<file path="config.mk">
export PLATFORM = sky130hd
export DESIGN_NAME = cus47_mapper
export DESIGN_NICKNAME = d
export VERILOG_FILES = /design/src/rtl/cus47_mapper.sv
export SDC_FILE = /design/constraint.sdc
export NUM_CORES = 1
export LEC_CHECK = 0
export CAP_MARGIN = 10
export CORE_UTILIZATION = 30
export CTS_CLUSTER_SIZE = 25
export DETAILED_ROUTE_END_ITERATION = 12
export GPL_TIMING_DRIVEN = 0
export PLACE_DENSITY = 0.69
export SYNTH_ARGS = -nofsm -noshare
export SYNTH_HDL_FRONTEND = slang
export SYNTH_SLANG_ARGS = --single-unit
</file>
<file path="constraint.sdc">
create_clock -name CLK_6M -period 1.2 [get_ports CLK_6M]
set_input_delay 0.24 -clock CLK_6M [delete_from_list [all_inputs] [get_ports CLK_6M]]
set_output_delay 0.24 -clock CLK_6M [all_outputs]
set_load 0.02 [all_outputs]
</file>
<file path="src/rtl/cus47_mapper.sv">
// cus47_mapper
//   Sub-CPU address line generator. Derives the 6809 E/Q bus phases from
//   CLK_6M, decodes NUM_CH programmable chip-select windows, and holds a
//   banked-ROM latch, a VBLANK interrupt latch with write acknowledge and a
//   kickable watchdog that issues a timed reset pulse.
//
//   Ports
//     CLK_6M     in   master clock, all state on rising edge
//     RES        in   synchronous active-high reset
//     nVBLK      in   vertical blank, active low
//     nWE        in   sub CPU write strobe, active low
//     A          in   sub CPU address [15:0]
//     D          in   data captured by the bank latch [BANK_W-1:0]
//     MQ, ME     out  main CPU Q/E phases
//     SUBQ, SUBE out  sub CPU Q/E phases (inverted main phases)
//     nCS        out  active-low window selects [NUM_CH-1:0]
//     nBUFEN     out  active-low data buffer enable
//     BANK       out  registered bank select [BANK_W-1:0]
//     nIRQ       out  active-low VBLANK interrupt
//     nRES       out  active-low watchdog reset request
//
//   Watchdog states
//     state   | meaning
//     S_RUN   | counting VBLANK falls, kicks clear the count
//     S_PULSE | driving nRES low for RES_PULSE clocks, kicks/falls ignored
module cus47_mapper #(
    parameter int                   NUM_CH         = 8,
    parameter logic [NUM_CH*16-1:0] CH_BASE        = '0,
    parameter logic [NUM_CH*16-1:0] CH_MASK        = '0,
    parameter logic [NUM_CH-1:0]    BUFEN_MASK     = NUM_CH'(8'h3F),
    parameter logic [15:0]          BANK_ADDR      = 16'h8800,
    parameter logic [15:0]          BANK_AMASK     = 16'hF800,
    parameter int                   BANK_W         = 2,
    parameter logic [15:0]          IRQACK_ADDR    = 16'h8400,
    parameter logic [15:0]          WDOG_ADDR      = 16'h8000,
    parameter int                   WATCHDOG_WIDTH = 4,
    parameter int                   RES_PULSE      = 64
) (
    input  logic              CLK_6M,
    input  logic              RES,
    input  logic              nVBLK,
    input  logic              nWE,
    input  logic [15:0]       A,
    input  logic [BANK_W-1:0] D,
    output logic              MQ,
    output logic              ME,
    output logic              SUBQ,
    output logic              SUBE,
    output logic [NUM_CH-1:0] nCS,
    output logic              nBUFEN,
    output logic [BANK_W-1:0] BANK,
    output logic              nIRQ,
    output logic              nRES
);

    localparam int PCW = (RES_PULSE > 1) ? $clog2(RES_PULSE) : 1;
    localparam logic [15:0] REG_AMASK = 16'hFC00;

    typedef enum logic {S_RUN, S_PULSE} state_t;

    state_t                    state;
    logic [1:0]                ph;
    logic [1:0]                ph_next;
    logic                      vblk_d;
    logic                      fall;
    logic                      wr;
    logic                      bank_hit;
    logic                      ack_hit;
    logic                      kick_hit;
    logic [NUM_CH-1:0]         hit;
    logic [WATCHDOG_WIDTH-1:0] wdog;
    logic [WATCHDOG_WIDTH-1:0] wdog_next;
    logic [PCW-1:0]            pcnt;

    always_comb begin
        hit = '0;
        for (int i = 0; i < NUM_CH; i++) begin
            hit[i] = (A & CH_MASK[16*i +: 16]) == (CH_BASE[16*i +: 16] & CH_MASK[16*i +: 16]);
        end
    end

    // Selects are forced inactive while the bus is held in reset.
    assign nCS    = RES ? '1 : ~hit;
    assign nBUFEN = RES ? 1'b1 : ~|(hit & BUFEN_MASK);

    assign ph_next  = ph + 2'd1;
    // One write strobe per bus cycle, on the last E-high clock.
    assign wr       = ~nWE & (ph == 2'd3);
    assign fall     = vblk_d & ~nVBLK;
    assign bank_hit = (A & BANK_AMASK) == (BANK_ADDR & BANK_AMASK);
    assign ack_hit  = (A & REG_AMASK) == (IRQACK_ADDR & REG_AMASK);
    assign kick_hit = (A & REG_AMASK) == (WDOG_ADDR & REG_AMASK);

    always_comb begin
        wdog_next = wdog;
        if (wr && kick_hit) begin
            wdog_next = '0;
        end else if (fall) begin
            wdog_next = wdog + WATCHDOG_WIDTH'(1);
        end
    end

    always_ff @(posedge CLK_6M) begin
        if (RES) begin
            ph     <= 2'd0;
            ME     <= 1'b0;
            MQ     <= 1'b0;
            SUBE   <= 1'b1;
            SUBQ   <= 1'b1;
            BANK   <= '0;
            vblk_d <= 1'b1;
            nIRQ   <= 1'b1;
            nRES   <= 1'b1;
            wdog   <= '0;
            pcnt   <= '0;
            state  <= S_RUN;
        end else begin
            // Phase outputs are registered from the upcoming phase so they
            // line up with ph itself.
            ph   <= ph_next;
            ME   <= ph_next[1];
            MQ   <= ph_next[1] ^ ph_next[0];
            SUBE <= ~ph_next[1];
            SUBQ <= ~(ph_next[1] ^ ph_next[0]);

            if (wr && bank_hit) begin
                BANK <= D;
            end

            vblk_d <= nVBLK;
            // A new VBLANK edge outranks an acknowledge in the same clock.
            if (fall) begin
                nIRQ <= 1'b0;
            end else if (wr && ack_hit) begin
                nIRQ <= 1'b1;
            end

            case (state)
                S_RUN: begin
                    wdog <= wdog_next;
                    if (wdog_next[WATCHDOG_WIDTH-1]) begin
                        state <= S_PULSE;
                        nRES  <= 1'b0;
                        pcnt  <= '0;
                    end
                end
                S_PULSE: begin
                    pcnt <= pcnt + PCW'(1);
                    if (pcnt == PCW'(RES_PULSE - 1)) begin
                        state <= S_RUN;
                        nRES  <= 1'b1;
                        wdog  <= '0;
                    end
                end
                default: begin
                    state <= S_RUN;
                    nRES  <= 1'b1;
                end
            endcase
        end
    end

endmodule

</file>
==> flow_summary_export.csv <==
group,metric,value,unit
outcome,status,"complete, but fails checks",
outcome,violations,"negative setup slack",
finish,utilization,0.460,
power_and_ir_drop,p_per_area,877,nW/um^2
finish,area_growth,44.1,%
synth,syn_area,1080,sq um
critical_path,end_kind,"flop",
timing,report.final.slew_viol_count,0,
floorplan,pin_count,39,
drt,routed_via_density,4.65,
clocking,cts.hold.buffers_added,0,
grt,antenna_found_initial,0,
critical_path,cp_cell_sequence,"ha_4 > nor4b_4 > buf_4 > a211oi_4 > o21ai_1 > a21bo_1",
clocking,worst_setup_hold_path_clk_slew,0.13,ns
floorplan,die_h,62.0,microns
critical_path,crit_slowest_cell,"dfxtp_4",
floorplan,initial_core_util,0.319,
power_and_ir_drop,swShare,0.274,
timing,finalWorstSetupSlack,-0.206,ns
min_path,min_path_cells,2,
critical_path,worstReg2RegEnd,"wdog[2]",
grt,grt_max_degree,12,
drt,wl_per_cell,12.4,microns
timing,slew_headroom,0.723,
drt,drt_iter0_markers,12,
place,gp_congestion,0.781,
timing,max_freq,711,MHz
grt,gr-total-overflow,0,
grt,grt_pass1_vias,931,
finish,final_cell_mix,"buf_4, dfxtp_1, clkdlybuf4s15_2, nor2_1, buf_2",
floorplan,rows,21,
synth,yosys.area.top_type,"dfxtp_1",
synth,synth_edf_count,0,
finish,antenna_cells,0,
drt,dr.pass1.iters,4,
power_and_ir_drop,clkPwrFrac,0.261,
power_and_ir_drop,internal_power,992,uW
power_and_ir_drop,ir_worst_vdd,0.361,mV
clocking,clock_sinks,21,
critical_path,worstSetupPathType,"flop to flop",
critical_path,cp_max_fo,5,
synth,ys_seq_area_frac,0.389,
power_and_ir_drop,p_sw,374,uW
clocking,htreeDepth,1,
critical_path,reg2reg_depth,6,
synth,synth_ff_type,"dfxtp_1",
grt,grt_usage,0.141,
power_and_ir_drop,pwr-share-comb,0.193,
critical_path,rr_startpoint,"ME",
critical_path,cp.arrival,1.68,ns
timing,grt_setup_unrepaired,"yes",
floorplan,core_area,3390,sq um
clocking,cts_buffer_depth,2,
timing,final.hold.worst_slack,0.279,ns
timing,period_needed,1.41,ns
critical_path,cpPeakStageDelay,0.37,ns
grt,grt_pass1_wl,3950,microns
place,io_buffers,28,
job,cap_violations,0,
critical_path,cp-start-kind,"flop",
min_path,min_path_type,"input pin to flop",
finish,drive_above_1_share,0.447,
place,dpl.hpwl,1710,microns
min_path,whs_endpoint,"vblk_d",
finish,final_common_cell,"buf_4",
timing,fin_worst_skew,0.0156,ns
power_and_ir_drop,total_power,1.37,mW
drt,routed_wl,2450,microns
synth,synthesis.nets,136,
timing,setup_viol,15,
drt,postRouteAntennaNets,0,
synth,synth_top_area_frac,0.389,
finish,finish.net_count,178,
synth,async_reset_ff_frac,0,
synth,syn_avg_cell_area,9.74,sq um
timing,hold_viol,0,
synth,yosys-top-cells-area,"dfxtp_1, buf_4, nor3b_1, nor4b_4, a211oi_2",
timing,tightest_slew,0.416,ns
finish,fin_area,1560,sq um
synth,synth_warnings,0,
floorplan,die_w,62.0,microns
drt,via_count,920,
timing,finalCritPeriodShare,1.17,
clocking,cts_made_buffers,3,
power_and_ir_drop,p_leak,0.657,nW
synth,yosysUniqueCellTypes,40,
place,place_area,1440,sq um
min_path,holdCritStartpoint,"nVBLK",
clocking,root_buffer,"clkbuf_4",
floorplan,dieArea,3850,sq um
critical_path,worstPathRequired,1.48,ns
power_and_ir_drop,seqPwrFrac,0.546,
drt,drc_errors,0,
place,dp_slack,-0.741,ns
synth,ys_ff_latch,21,
clocking,clock_latency,0.32,ns
critical_path,ff2ff_setup_slack,-0.21,ns
clocking,tritoncts,"yes",
synth,netlist_instances,111,
final cells by class:
type | instances | area (sq um)
repair buffers | 37 | 308
well taps | 46 | 57.6
fillers | 329 | 1830
flip-flops and latches | 21 | 433
inverters | 2 | 7.51
plain buffers | 12 | 83.8
clock buffers | 4 | 26.3
multi-input cells | 76 | 642
cells by family after synthesis:
logic type / after synthesis / share of synthesized area
XOR/XNOR: 5 / 0.0405
AO/OA/AOI/OAI: 22 / 0.154
buffers and inverters: 14 / 0.0845
adder cells (fa/ha/maj): 3 / 0.0347
AND/OR/NAND/NOR: 44 / 0.279
flip-flops: 21 / 0.389
multiplexers: 2 / 0.0185
worst max path at each step:
stage | startpoint | end | cells after the start
6_report | ME | wdog[2] | 6
5_1_grt | ME | wdog[0] | 6
4_1_cts | ME | wdog[2] | 6
3_5_place_dp | RES | nCS[1] | 3
3_3_place_gp | RES | nCS[5] | 3
2_1_floorplan | ME | wdog[0] | 5
critical path: cells and delay by family, from the launching register on:
kind	cells	cell delay [ns]
AO/OA/AOI/OAI	3	0.58
flip-flops	1	0.37
adder cells (fa/ha/maj)	1	0.15
buffers and inverters	1	0.15
AND/OR/NAND/NOR	1	0.12
metrics by stage:
stage	TNS, ns	cells
4_1_cts	-1.82	197
3_3_place_gp	-17.71	185
3_5_place_dp	-18.96	185
2_1_floorplan	-0.484	111
5_1_grt	-2.71	198
6_report	-1.66	198
flip-flops by register name, indices dropped and copies added (netlist names):
register	count
nIRQ	1
wdog	4
pcnt	6
SUBE	1
state	1
nRES	1
SUBQ	1
ph	1
MQ	1
vblk_d	1
BANK	2
ME	1
synth_stat cells (2+ instances only):
| master | number |
|---|---|
| nand4_1 | 2 |
| a21oi_1 | 5 |
| dfxtp_1 | 21 |
| xnor2_1 | 3 |
| o211ai_1 | 2 |
| nand2b_1 | 2 |
| inv_1 | 2 |
| nand2_1 | 6 |
| mux2i_1 | 2 |
| buf_4 | 10 |
| nor2_1 | 7 |
| a211oi_2 | 3 |
| nor4b_4 | 2 |
| xor2_1 | 2 |
| o21ai_1 | 2 |
| ha_1 | 3 |
| nor3b_1 | 8 |
| nand3_1 | 7 |
power by group through the flow:
stage | clock, mW | sequential, mW | combinational (mW)
finish | 0.357 | 0.745 | 0.263
global route | 0.403 | 0.750 | 0.290
CTS | 0.363 | 0.746 | 0.274
detailed placement | 0 | 0.763 | 0.271
global placement | 0 | 0.761 | 0.267
floorplan | 0 | 0.787 | 0.112
per-layer routing:
metal | vias to the layer above | wire, microns | share of wire | GRT usage
met5 | - | 0 | 0 | 0
met4 | 0 | 29 | 0.012 | 0.0571
met3 | 3 | 131 | 0.053 | 0.0228
met2 | 23 | 1290 | 0.53 | 0.267
met1 | 426 | 1000 | 0.41 | 0.155
li1 | 468 | - | - | -
repair_timing:
| action | in CTS | in global routing |
|---|---|---|
| pin swaps | 11 | 4 |
| resized for setup | 71 | 12 |
| buffers inserted | 8 | 2 |
| endpoints found under the setup margin | 38 | 33 |
No activity file was read; power rests on OpenSTA's default activity.
